===== src/rtl/waveform_gen_if.sv =====
// Stream/config bundle for waveform_gen: sample request, programmable shape
// controls, and the registered sample/valid/wrap outputs.
interface waveform_gen_if #(
  parameter int N_FRAC    = 7,
  parameter int DIV_WIDTH = 4
);
  localparam int W = N_FRAC + 1;

  logic [1:0]           mode_i;
  logic signed [W-1:0]  amplitude_i;
  logic signed [W-1:0]  addend_i;
  logic [DIV_WIDTH-1:0] div_i;
  logic                 next_data_strobe_i;
  logic signed [W-1:0]  data_o;
  logic                 data_out_valid_strobe_o;
  logic                 wrap_strobe_o;

  modport master (
    output mode_i, amplitude_i, addend_i, div_i, next_data_strobe_i,
    input  data_o, data_out_valid_strobe_o, wrap_strobe_o
  );

  modport slave (
    input  mode_i, amplitude_i, addend_i, div_i, next_data_strobe_i,
    output data_o, data_out_valid_strobe_o, wrap_strobe_o
  );
endinterface


===== src/rtl/waveform_gen.sv =====
// Strobe-driven signed test-waveform generator (saw/tri/square/DC) with
// programmable amplitude, phase step and rate division; feeds the CORDIC core.
module waveform_gen #(
  parameter int N_FRAC    = 7,
  parameter int DIV_WIDTH = 4
) (
  input  logic           clk_i,
  input  logic           rst_i,
  waveform_gen_if.slave  bus
);
  localparam int W = N_FRAC + 1;

  // mode | meaning
  // SAW  | ramp up, wrap to -amp past +amp
  // TRI  | ramp up/down between +-amp, wrap marker at the bottom turn
  // SQR  | saw phase, output sign-sliced to +-amp
  // DC   | phase frozen, output +amp
  localparam logic [1:0] MODE_SAW = 2'b00;
  localparam logic [1:0] MODE_TRI = 2'b01;
  localparam logic [1:0] MODE_SQR = 2'b10;
  localparam logic [1:0] MODE_DC  = 2'b11;

  logic signed [W-1:0]  phase;
  logic                 dir;
  logic [DIV_WIDTH-1:0] div_cnt;
  logic [1:0]           mode_q;

  logic signed [W:0]    amp_eff, neg_amp, step, sum, diff, nxt_phase;
  logic                 nxt_dir, nxt_wrap, step_pos;
  logic signed [W-1:0]  nxt_data;

  // One extra bit of headroom so phase+-step can never sign-wrap.
  always_comb begin
    amp_eff   = bus.amplitude_i[W-1] ? '0 : {1'b0, bus.amplitude_i};
    neg_amp   = -amp_eff;
    step      = {bus.addend_i[W-1], bus.addend_i};
    step_pos  = !step[W] && (step != '0);
    sum       = {phase[W-1], phase} + step;
    diff      = {phase[W-1], phase} - step;
    nxt_phase = {phase[W-1], phase};
    nxt_dir   = dir;
    nxt_wrap  = 1'b0;

    if (step_pos) begin
      case (mode_q)
        MODE_SAW, MODE_SQR: begin
          if (sum > amp_eff) begin
            nxt_phase = neg_amp;
            nxt_wrap  = 1'b1;
          end else begin
            nxt_phase = sum;
          end
        end
        MODE_TRI: begin
          if (!dir) begin
            if (sum >= amp_eff) begin
              nxt_phase = amp_eff;
              nxt_dir   = 1'b1;
            end else begin
              nxt_phase = sum;
            end
          end else begin
            if (diff <= neg_amp) begin
              nxt_phase = neg_amp;
              nxt_dir   = 1'b0;
              nxt_wrap  = 1'b1;
            end else begin
              nxt_phase = diff;
            end
          end
        end
        default: ;
      endcase
    end

    case (mode_q)
      MODE_SQR: nxt_data = nxt_phase[W] ? neg_amp[W-1:0] : amp_eff[W-1:0];
      MODE_DC:  nxt_data = amp_eff[W-1:0];
      default:  nxt_data = nxt_phase[W-1:0];
    endcase
  end

  always_ff @(posedge clk_i) begin
    if (rst_i) begin
      phase                       <= '0;
      dir                         <= 1'b0;
      div_cnt                     <= '0;
      mode_q                      <= bus.mode_i;
      bus.data_o                  <= '0;
      bus.data_out_valid_strobe_o <= 1'b0;
      bus.wrap_strobe_o           <= 1'b0;
    end else if (bus.mode_i != mode_q) begin
      // Mode switch restarts the waveform; a coincident strobe still gets a
      // (zero) sample so the consumer's request count stays in step.
      mode_q                      <= bus.mode_i;
      phase                       <= '0;
      dir                         <= 1'b0;
      div_cnt                     <= '0;
      bus.data_o                  <= '0;
      bus.data_out_valid_strobe_o <= bus.next_data_strobe_i;
      bus.wrap_strobe_o           <= 1'b0;
    end else if (bus.next_data_strobe_i) begin
      bus.data_out_valid_strobe_o <= 1'b1;
      // >= so that lowering div_i below the running count restarts at once.
      if (div_cnt >= bus.div_i) begin
        div_cnt           <= '0;
        phase             <= nxt_phase[W-1:0];
        dir               <= nxt_dir;
        bus.data_o        <= nxt_data;
        bus.wrap_strobe_o <= nxt_wrap;
      end else begin
        div_cnt           <= div_cnt + {{(DIV_WIDTH-1){1'b0}}, 1'b1};
        bus.wrap_strobe_o <= 1'b0;
      end
    end else begin
      bus.data_out_valid_strobe_o <= 1'b0;
      bus.wrap_strobe_o           <= 1'b0;
    end
  end
endmodule


===== src/flat_wrapper.sv =====
// flat-port wrapper written by rule: the top's interface ports become plain ports
module waveform_gen_flat 
#(
  parameter int N_FRAC    = 7,
  parameter int DIV_WIDTH = 4
)
  (clk_i, rst_i, bus_mode_i, bus_amplitude_i, bus_addend_i, bus_div_i, bus_next_data_strobe_i, bus_data_o, bus_data_out_valid_strobe_o, bus_wrap_strobe_o);
  waveform_gen_if #(.N_FRAC(N_FRAC), .DIV_WIDTH(DIV_WIDTH)) bus_i ();
  input  logic clk_i;
  input  logic rst_i;
  input wire logic [$bits(bus_i.mode_i)-1:0] bus_mode_i;
  input wire logic [$bits(bus_i.amplitude_i)-1:0] bus_amplitude_i;
  input wire logic [$bits(bus_i.addend_i)-1:0] bus_addend_i;
  input wire logic [$bits(bus_i.div_i)-1:0] bus_div_i;
  input wire logic [$bits(bus_i.next_data_strobe_i)-1:0] bus_next_data_strobe_i;
  output wire logic [$bits(bus_i.data_o)-1:0] bus_data_o;
  output wire logic [$bits(bus_i.data_out_valid_strobe_o)-1:0] bus_data_out_valid_strobe_o;
  output wire logic [$bits(bus_i.wrap_strobe_o)-1:0] bus_wrap_strobe_o;
  assign bus_i.mode_i = bus_mode_i;
  assign bus_i.amplitude_i = bus_amplitude_i;
  assign bus_i.addend_i = bus_addend_i;
  assign bus_i.div_i = bus_div_i;
  assign bus_i.next_data_strobe_i = bus_next_data_strobe_i;
  assign bus_data_o = bus_i.data_o;
  assign bus_data_out_valid_strobe_o = bus_i.data_out_valid_strobe_o;
  assign bus_wrap_strobe_o = bus_i.wrap_strobe_o;
  waveform_gen #(.N_FRAC(N_FRAC), .DIV_WIDTH(DIV_WIDTH)) u_core (.clk_i(clk_i), .rst_i(rst_i), .bus(bus_i));
endmodule

===== config.mk =====
export PLATFORM = sky130hd
export DESIGN_NAME = waveform_gen_flat
export DESIGN_NICKNAME = d
export VERILOG_FILES = /design/src/rtl/waveform_gen_if.sv /design/src/rtl/waveform_gen.sv /design/src/flat_wrapper.sv
export SDC_FILE = /design/constraint.sdc
export NUM_CORES = 1
export LEC_CHECK = 0
export ABC_AREA = 1
export CELL_PAD_IN_SITES_DETAIL_PLACEMENT = 0
export CELL_PAD_IN_SITES_GLOBAL_PLACEMENT = 1
export CORE_ASPECT_RATIO = 0.6
export CORE_MARGIN = 3
export CORE_UTILIZATION = 37
export DETAILED_ROUTE_END_ITERATION = 8
export PLACE_DENSITY_LB_ADDON = 0.12
export SYNTH_ARGS = -nofsm -noshare
export SYNTH_HDL_FRONTEND = slang
export SYNTH_SLANG_ARGS = --single-unit

===== constraint.sdc =====
create_clock -name clk_i -period 3.4 [get_ports clk_i]
set_input_delay 0.34 -clock clk_i [delete_from_list [all_inputs] [get_ports clk_i]]
set_output_delay 0.34 -clock clk_i [all_outputs]
set_load 0.05 [all_outputs]

-- Word-level counts from Yosys, hierarchy flattened
Index checks and enable logic that the tools add are counted.
- logic and storage cells: 53
- register bits: 25
- output and inout port bits: 10
- eq/ne operators: 4
- $lt $le $gt $ge: 4
- add/sub/neg operators: 4
- reduce and logical (&&, ||, !) cells: 10
- muxes and demuxes: 21
- bitwise operators: 3
- operators by type and width (operator ; count):
    9-bit 2-to-1 mux ; 5
    9-bit one-hot mux with 2 select lines ; 1
    8-bit one-hot mux with 2 select lines ; 1
    8-bit by 8-bit adder with 9-bit output ; 1
    9-bit greater-or-equal comparator ; 1
    9-bit greater-than comparator ; 1
    9-bit <= comparator ; 1
    9-bit negator ; 1
    9-bit nonzero test ; 1
    8-bit by 8-bit subtractor with 9-bit output ; 1
    1-bit 2-to-1 mux ; 8
    8-bit 2-to-1 mux ; 1
    7-bit 2-to-1 mux ; 1
    5-bit OR reduction ; 1
    4-bit by 1-bit adder with 4-bit output, second input constant ; 1
    2-bit == test, second input constant ; 2
    4-bit greater-or-equal comparator ; 1
    2-bit 2-to-1 mux ; 2
    4-bit 2-to-1 mux ; 1
    4-bit AND reduction ; 1
    2-bit OR reduction ; 2
    1-bit NOT ; 3
    2-bit by 1-bit == test with 1-bit output, second input constant ; 1
    2-bit zero test ; 1
    6 further kinds ; 6

-- Logic depth before layout (Yosys ltp)
Gate-level depths: netlist (run 1).
- depth in word-level cells: 9
- mapped depth: 29
- depth with buffers taken out: 29

-- Worst setup path after synthesis (run 1)
Ideal clock, no wire load.
- path type: flip-flop to flip-flop
- start point: register u_core.phase[0]
- end point: register u_core.bus.data_o[6]
- cell stages (with the launch flop): 29
- setup time: 0.120 ns
- setup slack: 0.111 ns
- clock period less this slack: 3.289 ns
- data arrival time: 3.169 ns
- path through: dfxtp_1 > inv_1 > ha_1 > fa_1 > inv_1 > nand3_1 > nand2_1 > nand4_1 > nand2_1 > nand2_1 > nand2_1 > inv_1 > ha_1 > nand2_1 > inv_1 > a21oi_1 > nand3_1 > nand2_1 > nand3_4 > nor2_2 > nand2_1 > nand3_1 > nand2_1 > nand2_2 > nand2_4 > nand2_4 > nand2_1 > nand3_1 > a21oi_1
- word-level cells in the longest chain between the ends: 8
- elaborated cells between the ends (all ways): 13
- ends and longest elaborated chain (item ; RTL line ; RTL):
    start, declared ; waveform_gen.sv:23 ; logic signed [W-1:0] phase;
    start signal, assigned ; waveform_gen.sv:107 ; phase <= nxt_phase[W-1:0];
    8-bit by 8-bit adder with 9-bit output / 8-bit by 8-bit subtractor with 9-bit output (equally long branches) ; waveform_gen.sv:38, waveform_gen.sv:39 ;
    9-bit greater-or-equal comparator / 9-bit <= comparator (equally long branches) ; waveform_gen.sv:56, waveform_gen.sv:63 ;
    9-bit 2-to-1 mux, on equally long branches ; waveform_gen.sv:56, waveform_gen.sv:63 ;
    9-bit 2-to-1 mux ; waveform_gen.sv:55 ; if (!dir) begin
    9-bit one-hot mux with 2 select lines (*) ; waveform_gen.sv:45 ; case (mode_q)
    9-bit 2-to-1 mux (*) ; waveform_gen.sv:44 ; if (step_pos) begin
    8-bit 2-to-1 mux ; waveform_gen.sv:77 ; MODE_SQR: nxt_data = nxt_phase[W] ? neg_amp[W-1:0] : amp_eff[W-1:0];
    8-bit one-hot mux with 2 select lines (*) ; waveform_gen.sv:76 ; case (mode_q)
    end signal, assigned ; waveform_gen.sv:109 ; bus.data_o <= nxt_data;
    end, declared ; waveform_gen_if.sv:25 ; output data_o, data_out_valid_strobe_o, wrap_strobe_o
Mark *: on every way between the ends. The rest lies on a longest branch, timed or not.
A chain may end at the register's enable or synchronous reset.

-- Worst setup path in the final report (run 1)
- start point: register u_core.phase[0]
- end point: register u_core.bus.data_o[2]
Same word-level chain as after synthesis.

==> impl_metrics.yaml, run 1 <==
critical_path:
  cp.arrival_ns: 3.69
  critical_path.startpoint: "u_core.phase[0]"
  crit_path_start_kind: "flip-flop"
  cp_max_fo: 4
  path_class: "reg -> reg"
  worstReg2RegStart: "u_core.phase[0]"
  critPathCaptureType: "flip-flop"
  cp.required_ns: 3.56
detailed_routing:
  antenna_left: 0
  dr_wl_met3_um: 1310
  wl_met2_um: 5490
  drtIter0Drc: 469
  drc: 0
  routedWlPerCell_um: 16.8
  drt_pre_antenna_iters: 6
  wl_met1_um: 6550
  totalWireLength_um: 13500
  num_vias: 4272
  maxUsedRoutingLayer: "met4"
  vias_per_cell: 5.29
placement:
  port-buffer-count: 34
  dp_hpwl_um: 10300
  place_congestion: 0.977
  placed_cells: 774
  post_dp_cell_area_sq_um: 4460
grt:
  gr-usage-all-layers_pct: 26.6
  antenna_found_initial: 0
  grt_pass1_vias: 3967
  grt_pass1_wl_um: 21100
  grt_max_degree: 24
  overflow: 0
outcome:
  violations: "negative setup slack"
  status: "finished with violations"
logic_synthesis:
  synth_area_leaders: "nand2_1 (16%), ha_1 (14%), dfxtp_1 (14%), inv_1 (9.9%), nand3_1 (9.7%)"
  syn_area_per_cell_sq_um: 6.12
  synth_cell_type_count: 44
  synth_area_sq_um: 3310
  synth.net_count: 606
  seq_area_frac_synth_pct: 15.7
  ys_ff_latch: 25
  synth_cells: 541
  synth-edff-count: 2
  yosys.area.top_type: "nand2_1"
  async_flop_share_pct: 0
  synth_top_area_share_pct: 15.9
  synth_ff_type: "dfxtp_1"
  yosys_warnings: 0
finish:
  diodes: 0
  syn2layout_area_growth_pct: 59.6
  layout-drive-gt1-share_pct: 38.9
  final_cell_area_sq_um: 5290
  final_cells: 808
  fin_nets: 762
  multi_input_area_sq_um: 2880
  final.fill_count: 786
  layout.area.seq_sq_um: 524
  fin_util_pct: 61.3
cts:
  clock_sinks: 25
  clock_latency_ns: 0.27
  htreeDepth: 1
  cts_tree: "done"
  clockBufferDepth: 2
  cts_buffers: 3
  clk_pin_slew_ns: 0.07
  cts-root-buf: "clkbuf_16"
floorplan:
  initial_utilization_pct: 38.4
  core.rowCount: 26
  die-area_sq_um: 10200
  fp.coreArea_sq_um: 8620
  die_y_um: 79.3
  chipWidth_um: 128
  io-pin-count: 35
power:
  power.total_mw: 1.26
  power_density_nw_per_um2: 238
  p_leak_nw: 2.71
  ir_worst_vdd_uv: 160
sta:
  finClkSkew_ns: 0.00668
  worst_pin_slew_ns: 0.722
  worst_slack_ns: -0.129
  fin_crit_ns: 3.53
  setup_violations: 14
  rsz0062_at_grt: "yes"
  slew_headroom_pct: 51.8
  final_hold_viol_count: 0
  maxSlewViolCount: 0
  tns_ns: -1.09
  fmax_mhz: 283
  fin_crit_sh_pct: 104
hold_path:
  worstHoldStart: "u_core.bus.data_o[0]"
  hp-class: "reg -> reg"
job:
  cap_violations: 0
## registers in the layout (all words and copies together) (netlist names)
| signal | count |
|---|---|
| u_core.phase | 8 |
| u_core.mode_q | 2 |
| u_core.bus.wrap_strobe_o | 1 |
| u_core.div_cnt | 4 |
| u_core.dir | 1 |
| u_core.bus.data_o | 8 |
| u_core.bus.data_out_valid_strobe_o | 1 |
## Yosys cell counts, types with 2 or more instances
master and instances:
o21ai_1 3, dfxtp_1 23, buf_6 3, o21ai_0 21
nor2_2 7, nand2_2 9, clkinv_1 2, edfxtp_1 2
nor4_1 2, o21bai_1 2, buf_4 2, nand3_1 64
nand2_1 140, inv_2 6, xnor2_1 3, nand2_4 2
a21oi_2 3, fa_1 2, inv_1 87, nand3_2 3
clkbuf_1 4, ha_1 38, buf_2 2, xor2_1 13
nand4_1 15, nor2_1 33, a21oi_1 30, o211ai_1 4
## kinds of logic (layout without fill, tap and decap cells)
group                      Yosys count  after routing  synth area share (%)
and+or+nand+nor                    282            282                  38.8
buffers and inverters              106            261                  13.0
AOI/OAI and AO/OA                   72             72                  12.7
adders and majority gates           40             40                  15.6
DFF                                 25             25                  15.7
xor gates and xnor gates            16             16                  4.23
## where the power goes
group	internal [mW]	switching (mW)	leakage, nW	total [mW]
clock network	0.161	0.112	0.0382	0.273
registers	0.302	0.00818	0.207	0.310
logic	0.293	0.380	2.46	0.673
## worst paths after layout
| path | end | slack (ns) | depth (start not counted) |
|---|---|---|---|
| max | u_core.bus.data_o[2] | -0.13 | 26 |
| min | u_core.bus.data_o[0] | 0.48 | 2 |
| max reg2reg | u_core.bus.data_o[2] | -0.13 | 26 |
| min reg2reg | u_core.bus.data_o[0] | 0.48 | 2 |
## metrics by stage
stage,setup WS [ns],hold WS [ns]
final,-0.129,0.479
after global routing,-0.345,0.507
after CTS,-0.00349,0.479
after detailed placement,-1.03,0.467
after global placement,-1.01,0.471
after floorplan,0.111,0.424
## cell type report
type / count / share of cell area (%)
flip-flops and latches: 25 / 9.92
well taps: 112 / 2.65
multi-input cells: 410 / 54.4
inverters: 95 / 6.75
repair buffers: 162 / 24.8
clock buffers: 4 / 1.49
## critical path: stages (launching register included)
cell,delay [ns]
dfxtp_4,0.37
ha_4,0.12
inv_1,0.05
fa_2,0.38
nand3b_1,0.21
nand2_2,0.12
nand3_2,0.08
nand2_2,0.09
xor2_2,0.16
inv_1,0.09
ha_4,0.27
nand2_1,0.06
inv_2,0.07
nand3_1,0.11
buf_4,0.17
nand3_4,0.11
buf_6,0.13
nand3_1,0.06
nand2_1,0.06
nor2_1,0.05
nand2_1,0.06
nand2_2,0.08
nand2_2,0.08
nand2_2,0.07
buf_6,0.12
a21oi_2,0.14
a21oi_1,0.08
## what timing repair did
item	in CTS	in global routing
pin swaps	24	38
setup buffers	25	6
hold buffers	0	0
resized for setup	75	66
endpoints found under the setup margin	18	17
## layer usage
metal / up-vias / track usage (%)
li1: 2066 / -
met1: 1972 / 39.5
met2: 209 / 37.9
met3: 25 / 8.27
met4: 0 / 4.56
met5: - / 0
## layout by cell type, fill, tap and decap left out, drive strengths merged, types with 2 or more instances in the layout
cell,Yosys,layout
nand2,151,151
buf,7,128
inv,93,93
nand3,68,68
nor2,40,40
ha,38,38
a21oi,34,34
clkdlybuf4s50,0,28
o21ai,25,25
dfxtp,23,23
nand4,15,15
xor2,13,13
o211ai,4,4
dlygate4sd2,0,4
clkbuf,4,4
xnor2,3,3
clkinv,2,2
nor4,2,2
fa,2,2
clkdlybuf4s15,0,2
edfxtp,2,2
o21bai,2,2
(Power assumes the default switching activity.)
==> inputs of run 2 (changes only) <==
--- a/config.mk
+++ b/config.mk
@@ -13,6 +13,7 @@
 export CORE_UTILIZATION = 37
 export DETAILED_ROUTE_END_ITERATION = 8
 export PLACE_DENSITY_LB_ADDON = 0.12
+export SLEW_MARGIN = 20
 export SYNTH_ARGS = -nofsm -noshare
 export SYNTH_HDL_FRONTEND = slang
 export SYNTH_SLANG_ARGS = --single-unit
==> results of run 2 <==
Same layout as run 1: the final DEF is identical, and so are final timing and power.
==> inputs of run 3 (changes only) <==
--- a/config.mk
+++ b/config.mk
@@ -11,9 +11,10 @@
 export CORE_ASPECT_RATIO = 0.6
 export CORE_MARGIN = 3
 export CORE_UTILIZATION = 37
+export CTS_CLUSTER_DIAMETER = 40
 export DETAILED_ROUTE_END_ITERATION = 8
 export PLACE_DENSITY_LB_ADDON = 0.12
-export SLEW_MARGIN = 20
+export SLEW_MARGIN = 10
 export SYNTH_ARGS = -nofsm -noshare
 export SYNTH_HDL_FRONTEND = slang
 export SYNTH_SLANG_ARGS = --single-unit
==> results of run 3 <==
Same layout as run 1: the final DEF is identical, and so are final timing and power.
